--- config.mk ---
export PLATFORM = sky130hd
export DESIGN_NAME = sakura_x_ctrl_link
export DESIGN_NICKNAME = d
export VERILOG_FILES = /design/src/rtl/sakura_x_ctrl_link.sv
export SDC_FILE = /design/constraint.sdc
export NUM_CORES = 1
export LEC_CHECK = 0
export ABC_AREA = 1
export CAP_MARGIN = 20
export CORE_ASPECT_RATIO = 0.6
export CORE_MARGIN = 2
export CORE_UTILIZATION = 41
export CTS_CLUSTER_SIZE = 28
export DETAILED_ROUTE_END_ITERATION = 10
export GPL_ROUTABILITY_DRIVEN = 0
export MAX_ROUTING_LAYER = met4
export PLACE_DENSITY = 0.78
export SLEW_MARGIN = 20
export SYNTH_ARGS = -nofsm -noshare
export SYNTH_HDL_FRONTEND = slang
export SYNTH_SLANG_ARGS = --single-unit
--- constraint.sdc ---
create_clock -name clk -period 1.2 [get_ports clk]
set_input_delay 0.24 -clock clk [delete_from_list [all_inputs] [get_ports clk]]
set_output_delay 0.24 -clock clk [all_outputs]
set_load 0.02 [all_outputs]
--- src/rtl/sakura_x_ctrl_link.sv ---
// Control-FPGA endpoint of the 16-bit level-toggle link to the main FPGA.
// Optional ack timeout with sticky flag: define LINK_TIMEOUT_EN.
module sakura_x_ctrl_link #(
    parameter int SYNC_STAGES    = 2,
    parameter int SETTLE_CYCLES  = 2,
    parameter int TIMEOUT_CYCLES = 65535
) (
    input  logic        clk,
    input  logic        rst_n,
    input  logic [15:0] tx_data,
    input  logic        tx_valid,
    output logic        tx_ready,
    output logic [15:0] rx_data,
    output logic        rx_valid,
    input  logic        rx_ready,
    input  logic        device_rdy,
    output logic [15:0] c2m_din,
    output logic        c2m_en_lvl,
    input  logic        c2m_done_lvl,
    input  logic [15:0] m2c_dout,
    input  logic        m2c_en_lvl,
    output logic        m2c_done_lvl,
    output logic        tx_timeout
);

    typedef enum logic [1:0] {
        IDLE,
        SETUP,
        WAIT_ACK
    } tx_state_t;

    localparam int SW = (SETTLE_CYCLES > 1) ? $clog2(SETTLE_CYCLES) : 1;
    localparam logic [SW-1:0] SETTLE_LAST = SW'(SETTLE_CYCLES - 1);

    tx_state_t             state;
    logic [SW-1:0]         settle_cnt;
    logic [SYNC_STAGES-1:0] done_sq;
    logic [SYNC_STAGES-1:0] en_sq;
    logic [SYNC_STAGES-1:0] rdy_sq;
    logic                  done_sync;
    logic                  en_sync;
    logic                  rdy_sync;
    logic                  rx_capture;

    // Inbound level synchronisers, all clear to 0.
    always_ff @(posedge clk or negedge rst_n) begin
        if (!rst_n) begin
            done_sq <= '0;
            en_sq   <= '0;
            rdy_sq  <= '0;
        end else begin
            done_sq <= {done_sq[SYNC_STAGES-2:0], c2m_done_lvl};
            en_sq   <= {en_sq[SYNC_STAGES-2:0], m2c_en_lvl};
            rdy_sq  <= {rdy_sq[SYNC_STAGES-2:0], device_rdy};
        end
    end

    assign done_sync = done_sq[SYNC_STAGES-1];
    assign en_sync   = en_sq[SYNC_STAGES-1];
    assign rdy_sync  = rdy_sq[SYNC_STAGES-1];

    assign tx_ready = (state == IDLE) && rdy_sync;

    always_ff @(posedge clk or negedge rst_n) begin
        if (!rst_n) begin
            state      <= IDLE;
            settle_cnt <= '0;
            c2m_din    <= '0;
            c2m_en_lvl <= 1'b0;
        end else begin
            unique case (state)
                IDLE: begin
                    if (tx_valid && tx_ready) begin
                        c2m_din    <= tx_data;
                        settle_cnt <= '0;
                        state      <= SETUP;
                    end
                end
                SETUP: begin
                    if (settle_cnt == SETTLE_LAST) begin
                        c2m_en_lvl <= ~c2m_en_lvl;
                        state      <= WAIT_ACK;
                    end else begin
                        settle_cnt <= settle_cnt + 1'b1;
                    end
                end
                WAIT_ACK: begin
                    // device_rdy is ignored here: a started word always completes.
                    if (done_sync == c2m_en_lvl) begin
                        state <= IDLE;
                    end
                end
                default: state <= IDLE;
            endcase
        end
    end

`ifdef LINK_TIMEOUT_EN
    localparam logic [15:0] TO_LAST = 16'(TIMEOUT_CYCLES - 1);

    logic [15:0] to_cnt;

    always_ff @(posedge clk or negedge rst_n) begin
        if (!rst_n) begin
            to_cnt     <= '0;
            tx_timeout <= 1'b0;
        end else if (state != WAIT_ACK) begin
            to_cnt <= '0;
        end else begin
            if (to_cnt != 16'hFFFF) begin
                to_cnt <= to_cnt + 16'd1;
            end
            if (to_cnt == TO_LAST) begin
                tx_timeout <= 1'b1;
            end
        end
    end
`else
    logic unused_timeout;
    assign unused_timeout = (TIMEOUT_CYCLES != 0);
    assign tx_timeout     = 1'b0;
`endif

    // A full buffer withholds the ack, which stalls the main FPGA.
    assign rx_capture = (en_sync != m2c_done_lvl) && (!rx_valid || rx_ready);

    always_ff @(posedge clk or negedge rst_n) begin
        if (!rst_n) begin
            rx_data      <= '0;
            rx_valid     <= 1'b0;
            m2c_done_lvl <= 1'b0;
        end else if (rx_capture) begin
            rx_data      <= m2c_dout;
            rx_valid     <= 1'b1;
            m2c_done_lvl <= ~m2c_done_lvl;
        end else if (rx_valid && rx_ready) begin
            rx_valid <= 1'b0;
        end
    end

endmodule

==> results of run 1 <==
state kept, by name (all words and copies together), names as in the netlist:
signal / count
c2m_din: 16
rx_data: 16
done_sq: 2
en_sq: 2
rdy_sq: 2
state: 2
c2m_en_lvl: 1
m2c_done_lvl: 1
rx_valid: 1
settle_cnt: 1
where the power goes:
group | leakage (nW) | switching [mW] | internal (mW)
clock | 0.0541 | 0.485 | 0.616
sequential | 0.542 | 0.284 | 1.98
combinational | 0.786 | 1.58 | 1.13
path summary, 6_finish.rpt:
check / startpoint / endpoint / slack [ps] / cells past startpoint
min in group asynchronous: rst_n / c2m_din[15] / 450 / 3
max: state[0] / tx_ready / -80 / 2
min: done_sq[0] / done_sq[1] / 350 / 0
max in group asynchronous: rst_n / rx_data[12] / 530 / 3
max reg2reg: state[1] / c2m_din[10] / 0 / 6
min reg2reg: done_sq[0] / done_sq[1] / 350 / 0
repair_timing:
item	4_1_cts	5_1_grt
pin swaps	0	4
gates cloned	1	3
hold buffers	1	0
buffers inserted	0	1
endpoints found under the hold margin	44	0
setup endpoints to repair	41	46
resized for setup	113	43
cell families (layout without fill, tap and decap cells):
group | after synthesis | count (layout) | share of synthesized area
AO/OA/AOI/OAI | 2 | 2 | 0.005743
XOR/XNOR | 1 | 1 | 0.005026
buffers and inverters | 15 | 102 | 0.04809
flip-flops | 44 | 44 | 0.6317
other | 1 | 1 | 0.002152
AND/OR/NAND/NOR | 117 | 120 | 0.3073
cells in the final DEF (no fill, tap or decap):
cell             synthesis  routed
nand3b_1                 1       1
clkbuf_8                 0       5
nand3_2                  1       1
clkinv_2                 0       1
nand2_1                 77      69
buf_6                    1       2
nand2_2                  0       8
dlymetal6s2s_1           0       1
buf_2                    7      32
o21ai_0                  2       2
xnor2_1                  1       1
conb_1                   1       1
buf_12                   0       4
nand4_1                 16      16
nand3_4                  1       4
nor3b_2                  0       1
clkdlybuf4s50_1          0      36
inv_1                    4       4
bufinv_16                0       1
dfrtp_1                 44      44
buf_4                    3      10
clkdlybuf4s15_2          0       4
clkinvlp_4               0       1
nand3_1                 17      17
nor2_4                   1       1
nor2_1                   2       2
dlygate4sd3_1            0       1
per-layer routing:
layer  GRT usage  part of all wire  vias up
met5           -                 0        -
met4     0.06061             0.011        0
met3     0.05128             0.067        5
met2      0.2707              0.43       51
met1      0.2676              0.49      696
li1            -                 -      775
cell type report:
type | count | area, µm² | area share
sequential | 44 | 1101 | 0.4072
timing repair buffer | 90 | 765.7 | 0.2832
multi-input combinational | 124 | 635.6 | 0.2351
tap | 60 | 75.07 | 0.02776
clock buffer | 5 | 68.82 | 0.02545
clock inverter | 3 | 42.54 | 0.01573
inverter | 4 | 15.01 | 0.005553
through the flow:
stage / utilization / power, mW / hold WS [ps]
4_1_cts: 0.6813 / 6.058 / 354.7
3_3_place_gp: 0.6404 / 4.984 / 235.1
3_5_place_dp: 0.6404 / 5.047 / 233.0
2_1_floorplan: - / 3.612 / -55.59
6_report: 0.6596 / 6.066 / 353.3
5_1_grt: 0.6596 / 6.456 / 361.2
==> results.toml, run 1 <==
[placed_design]
dp_hpwl_um = 3000
place_area_um2 = 2625
place_inst = 316
numPortBuffers = 74
pre_cts_ws_ps = -221.2

[global_route]
overflow = 0
grt_pass1_wl_um = 6548
grt_pass1_vias = 1374
track_usage = 0.1905
antenna_found_initial = 0
grt_max_degree = 45

[yosys]
netlist_top_cells_area = "dfrtp_1 (63%), nand2_1 (17%), nand4_1 (5.7%)"
synth.net_count = 219
syn-mean-instance-area_um2 = 9.683
synth_top_area_frac = 0.6317
synth_most_common_cell = "nand2_1"
synth_edf_count = 0
yosysSeqAreaShare = 0.6317
synth.cell_area_um2 = 1743
syn_inst = 180
synth-async-reset-ratio = 1.000
synth_top_area_cell = "dfrtp_1"
ys_seq_elements = 44
synthDistinctLibCells = 17
yosysWarnings = 0
synth.top_cells.by_count = "nand2_1 (77), dfrtp_1 (44), nand3_1 (17)"
synthFlopType = "dfrtp_1"

[sta]
finalClockSkew_ps = 5.984
fin_ws_ps = -77.66
slew_viol_final = 0
setup_viol = 1
hold_violations = 0
max_freq_mhz = 782.7
fin_crit_ps = 1278
fin_setup_tns_ps = -77.66
period_share = 1.065
rsz0062_at_grt = "yes"

[clock_tree]
cts_tree = "done"
numCtsBuffers = 5
cts_max_level = 2
clkSinkCount = 44
clkLatencyLatePin_ps = 290
cts_root_buf = "clkbuf_8"
path_clk_slew_ps = 80
cts_buffer_depth = 2

[worst_hold_path]
hold_path.class = "reg -> reg"

[finish]
final_nets = 308
stdcell_area_um2 = 2704
fin_cells = 330
drive_above_1_share = 0.2778
area_growth_pct = 55.13
final.fill_count = 340
antenna_cells = 0

[setup_path]
end_kind = "output pin"
cp.required_ps = 960
crit_buf_inv = 1
timing.setup.critical_path_class = "reg -> out"
crit_path_cell_trace = "nor3b_2, buf_4"
path_max_fanout = 2
cp-start-kind = "flip-flop"
critical-path-top-delay-family = "flip-flops"
cp_slowest_cell = "dfrtp_1"
cpPeakStageDelay_ps = 400
critPathArrivalTime_ps = 1040

[route]
viasPerCell = 4.627
vias = 1527
drt_pass1_iterations = 4
postRouteAntennaNets = 0
wirelength_um = 4465
drc = 0
wire_per_inst_um = 13.53
drtIter0Drc = 59

[die]
die_h_um = 54.51
pin_count = 76
core_area_um2 = 4099
row_count = 18
start_util = 0.4252
dieArea_um2 = 4806
die_w_um = 88.17

[pwr]
leakage_nw = 1.382
ir_drop_uv = 1184
power_density_nw_per_um2 = 2243

[status]
violations = "negative setup slack"
status = "complete, but fails checks"

[run]
maxCapViolCount = 0
Power figures use the tool's default switching activity.
==> run 2, diff against run 1 <==
--- a/config.mk
+++ b/config.mk
@@ -15,6 +15,7 @@
 export GPL_ROUTABILITY_DRIVEN = 0
 export MAX_ROUTING_LAYER = met4
 export PLACE_DENSITY = 0.78
+export RECOVER_POWER = 25
 export SLEW_MARGIN = 20
 export SYNTH_ARGS = -nofsm -noshare
 export SYNTH_HDL_FRONTEND = slang
==> constraint.sdc (replaced) <==
create_clock -name clk -period 1.3 [get_ports clk]
set_input_delay 0.26 -clock clk [delete_from_list [all_inputs] [get_ports clk]]
set_output_delay 0.26 -clock clk [all_outputs]
set_load 0.02 [all_outputs]
==> results.toml, run 2 (synthesis gave the netlist of run 1 again) <==
[pwr]
power_density_nw_per_um2 = 2017
pwr-share-seq = 0.379
leakage_nw = 1.387
power_switching_share = 0.3734
ir_drop_uv = 994.8
internal_power_mw = 3.412
switchingPower_mw = 2.033
pwr-share-clk = 0.207
pwr-share-comb = 0.414

[global_route]
grt_max_degree = 45
track_usage = 0.2012
grt_pass1_vias = 1383
antenna_found_initial = 0
grt_pass1_wl_um = 6872
overflow = 0

[sta]
finalClockSkew_ps = 7.728
max_freq_mhz = 781.0
holdWs_ps = 344.8
fin_crit_ps = 1280
slew_viol_final = 0
rsz0062_at_grt = "yes"
maxSlewHeadroom = 0.6117
period_share = 0.9849
worstMarginPinSlew_ps = 582.5
hold_violations = 0
setup_viol = 0

[route]
drtIter0Drc = 43
vias = 1512
postRouteAntennaNets = 0
drt_pass1_iterations = 4
wire_per_inst_um = 13.12
drc = 0
viasPerCell = 4.638
wirelength_um = 4277

[setup_path]
ff2ff_path_depth = 5
crit_path_cell_trace = "nor3b_2, buf_4"
path_max_fanout = 2
cp.required_ps = 1040
critPathArrivalTime_ps = 1020
cpPeakStageDelay_ps = 390
timing.setup.critical_path_class = "reg -> out"
cp-start-kind = "flip-flop"
cp_slowest_cell = "dfrtp_1"
end_kind = "output pin"

[worst_hold_path]
min_path_cells = 0
hold_path.class = "reg -> reg"

[finish]
utilization = 0.6587
final_nets = 304
antenna_cells = 0
reg.largest.list = "c2m_din x16, rx_data x16"
most-common-layout-cells = "nand2_1 (77), dfrtp_1 (44), clkdlybuf4s50_1 (34), dlygate4sd2_1 (23), nand3_1 (17)"
fin_cells = 326
drive_above_1_share = 0.1053
area_growth_pct = 54.92
final_common_cell = "nand2_1"

[die]
dieArea_um2 = 4806
start_util = 0.4252
pin_count = 76
die_w_um = 88.17
die_h_um = 54.51
row_count = 18
core_area_um2 = 4099

[clock_tree]
clkSinkCount = 44
numCtsBuffers = 5
clkLatencyLatePin_ps = 290
cts_max_level = 2
cts_root_buf = "clkbuf_8"
cts_tree = "done"
cts_buffer_depth = 2
path_clk_slew_ps = 80

[status]
status = "complete, no violations"

[placed_design]
dp_hpwl_um = 3154
place_inst = 317
numPortBuffers = 74

[run]
maxCapViolCount = 0
==> run 2: final timing paths <==
check	startpoint	end	slack (ps)
max	state[1]	tx_ready	20
min	done_sq[0]	done_sq[1]	340
max reg2reg	state[0]	c2m_din[8]	100
min reg2reg	done_sq[0]	done_sq[1]	340
max in group asynchronous	rst_n	rx_data[2]	300
min in group asynchronous	rst_n	c2m_din[3]	610
==> run 2: stage by stage <==
step                power, mW  worst slack, ps  instance area, µm²  TNS, ps
floorplan               3.325            16.59                1743        0
global placement        4.549           -151.1                2603   -409.7
detailed placement      4.631           -152.8                2603    -1479
CTS                     5.452            1.042                2695        0
global route            5.800           -13.48                2700   -13.48
finish                  5.445            19.61                2700        0
==> run 2: layout make-up <==
class	instances	area, µm²
multi-input cells	121	563.0
flip-flops and latches	44	1101
inverters	4	15.01
clock inverters	1	30.03
fillers	341	1399
repair buffers	89	819.5
clock buffers	7	96.34
well taps	60	75.07
==> run 2: power groups by stage <==
stage	combinational, mW	sequential [mW]	clock [mW]
2_1_floorplan	0.716	2.61	0
3_3_place_gp	2.47	2.08	0
3_5_place_dp	2.54	2.09	0
4_1_cts	2.25	2.06	1.14
5_1_grt	2.47	2.12	1.21
6_report	2.25	2.06	1.13
==> run 2: worst max-delay path: cells and delay by family (launching register included) <==
kind          cells  cell delay [ps]
flops             1              390
simple gates      1              170
buf+inv           1              160
==> run 2: per-layer routing <==
layer  global-route usage  share of wire
met5                    -              0
met4              0.04545         0.0084
met3              0.06938          0.078
met1               0.2802           0.47
met2               0.2857           0.44
==> run 2: timing repair <==
| action | 4_1_cts | 5_1_grt |
|---|---|---|
| pin swaps | 0 | 1 |
| gates resized for setup | 41 | 13 |
| hold buffers | 1 | 0 |
| endpoints found under the setup margin | 36 | 14 |
| endpoints found under the hold margin | 44 | 0 |
| gates cloned | 0 | 0 |
| setup buffers | 0 | 0 |
==> run 3, diff against run 2 <==
--- a/config.mk
+++ b/config.mk
@@ -10,6 +10,7 @@
 export CORE_ASPECT_RATIO = 0.6
 export CORE_MARGIN = 2
 export CORE_UTILIZATION = 41
+export CTS_BUF_LIST = sky130_fd_sc_hd__clkbuf_16
 export CTS_CLUSTER_SIZE = 28
 export DETAILED_ROUTE_END_ITERATION = 10
 export GPL_ROUTABILITY_DRIVEN = 0
==> results.toml, run 3 (synthesis gave the netlist of run 1 again) <==
[pwr]
power_switching_share = 0.3652
pwr-share-seq = 0.363
internal_power_mw = 3.602
leakage_nw = 1.421
pwr-share-clk = 0.245
power_density_nw_per_um2 = 2085
p_total_mw = 5.673
ir_drop_uv = 1087
switchingPower_mw = 2.072
pwr-share-comb = 0.392

[global_route]
grt_pass1_vias = 1374
track_usage = 0.2046
antenna_found_initial = 0
grt_pass1_wl_um = 6844
grt_max_degree = 45
overflow = 0

[sta]
max_freq_mhz = 793.0
setup_viol = 0
maxSlewHeadroom = 0.6097
period_share = 0.9700
slew_viol_final = 0
fin_crit_ps = 1261
finalClockSkew_ps = 5.256
rsz0062_at_grt = "no"
worstMarginPinSlew_ps = 585.5
fin_setup_tns_ps = 0
hold_violations = 0
holdWs_ps = 342.4
fin_ws_ps = 39.04

[worst_hold_path]
hold_path.class = "reg -> reg"
hp-start = "done_sq[0]"

[die]
row_count = 18
core_area_um2 = 4099
die_h_um = 54.51
die_w_um = 88.17
pin_count = 76
dieArea_um2 = 4806
start_util = 0.4252

[route]
drt_pass1_iterations = 4
wire_per_inst_um = 13.13
postRouteAntennaNets = 0
drc = 0
wirelength_um = 4281
drtIter0Drc = 38
vias = 1505
viasPerCell = 4.617

[clock_tree]
path_clk_slew_ps = 60
cts_max_level = 2
cts_buffer_depth = 2
postCtsSetupBuffers = 0
numCtsBuffers = 5
cts_root_buf = "clkbuf_16"
clkSinkCount = 44
clkLatencyLatePin_ps = 280
cts_tree = "done"

[setup_path]
cp-start-kind = "flip-flop"
cp.required_ps = 1040
end_kind = "output pin"
ff2ff_path_depth = 5
regToRegStartpoint = "state[0]"
critPathLaunch = "state[0]"
critPathArrivalTime_ps = 1000
r2r_setup_slack_ps = 110
reg2reg_to = "c2m_din[13]"
endpoint = "tx_ready"
timing.setup.critical_path_class = "reg -> out"
path_max_fanout = 2

[finish]
area_growth_pct = 56.14
drive_above_1_share = 0.09774
final_nets = 304
reg.largest.list = "c2m_din x16, rx_data x16"
most-common-layout-cells = "nand2_1 (77), dfrtp_1 (44), dlygate4sd2_1 (35), clkdlybuf4s50_1 (34), nand3_1 (17)"
fin_cells = 326
antenna_cells = 0
utilization = 0.6639
final_common_cell = "nand2_1"
stdcell_area_um2 = 2721

[placed_design]
dp_hpwl_um = 3154
numPortBuffers = 74
pre_cts_ws_ps = -152.8
place_area_um2 = 2603
place_inst = 317

[run]
maxCapViolCount = 0

[status]
status = "complete, no violations"
## run 3: cell count changes in the layout (fill, tap and decap cells not counted)
cell,before,now
clkbuf_16,0,5
clkbuf_8,7,0
dlygate4sd2_1,23,35
clkinv_1,0,2
clkdlybuf4s15_1,12,0
## run 3: timing repair
item | CTS | global route
resized for setup | 41 | 1
hold buffers | 1 | 0
setup endpoints to repair | 36 | 1
hold endpoints to repair | 44 | 0
## run 3: power groups by stage
stage / sequential [mW] / clock, mW / combinational (mW)
finish: 2.06 / 1.39 / 2.23
global route: 2.12 / 1.47 / 2.44
CTS: 2.07 / 1.40 / 2.25
detailed placement: 2.09 / 0 / 2.54
global placement: 2.08 / 0 / 2.47
floorplan: 2.61 / 0 / 0.716
## run 3: how the worst min path moves through the flow
stage | endpoint | slack [ps] | cells after the start
4_1_cts | done_sq[1] | 350 | 0
3_3_place_gp | c2m_din[3] | 250 | 2
3_5_place_dp | c2m_din[3] | 250 | 2
2_1_floorplan | c2m_din[0] | -40 | 0
5_1_grt | en_sq[1] | 360 | 0
6_report | done_sq[1] | 340 | 0
## run 3: layer usage
layer	wire length [µm]	part of all wire	vias up	global-route usage
li1	-	-	756	-
met1	2023	0.47	696	0.2751
met2	1905	0.44	48	0.2820
met5	0	0	-	-
met4	60	0.014	0	0.06061
met3	292	0.068	5	0.08748
## run 3: worst max-delay path, cell delays in order, from the launching register on
cell	delay, ps
dfrtp_1	380
nor3b_2	170
buf_4	160
## run 3: layout make-up
type                       count  area (µm²)
fill                         341        1378
sequential                    44        1101
timing repair buffer          89       804.5
multi-input combinational    121       563.0
clock buffer                   5       125.1
tap                           60       75.07
clock inverter                 3       37.54
inverter                       4       15.01
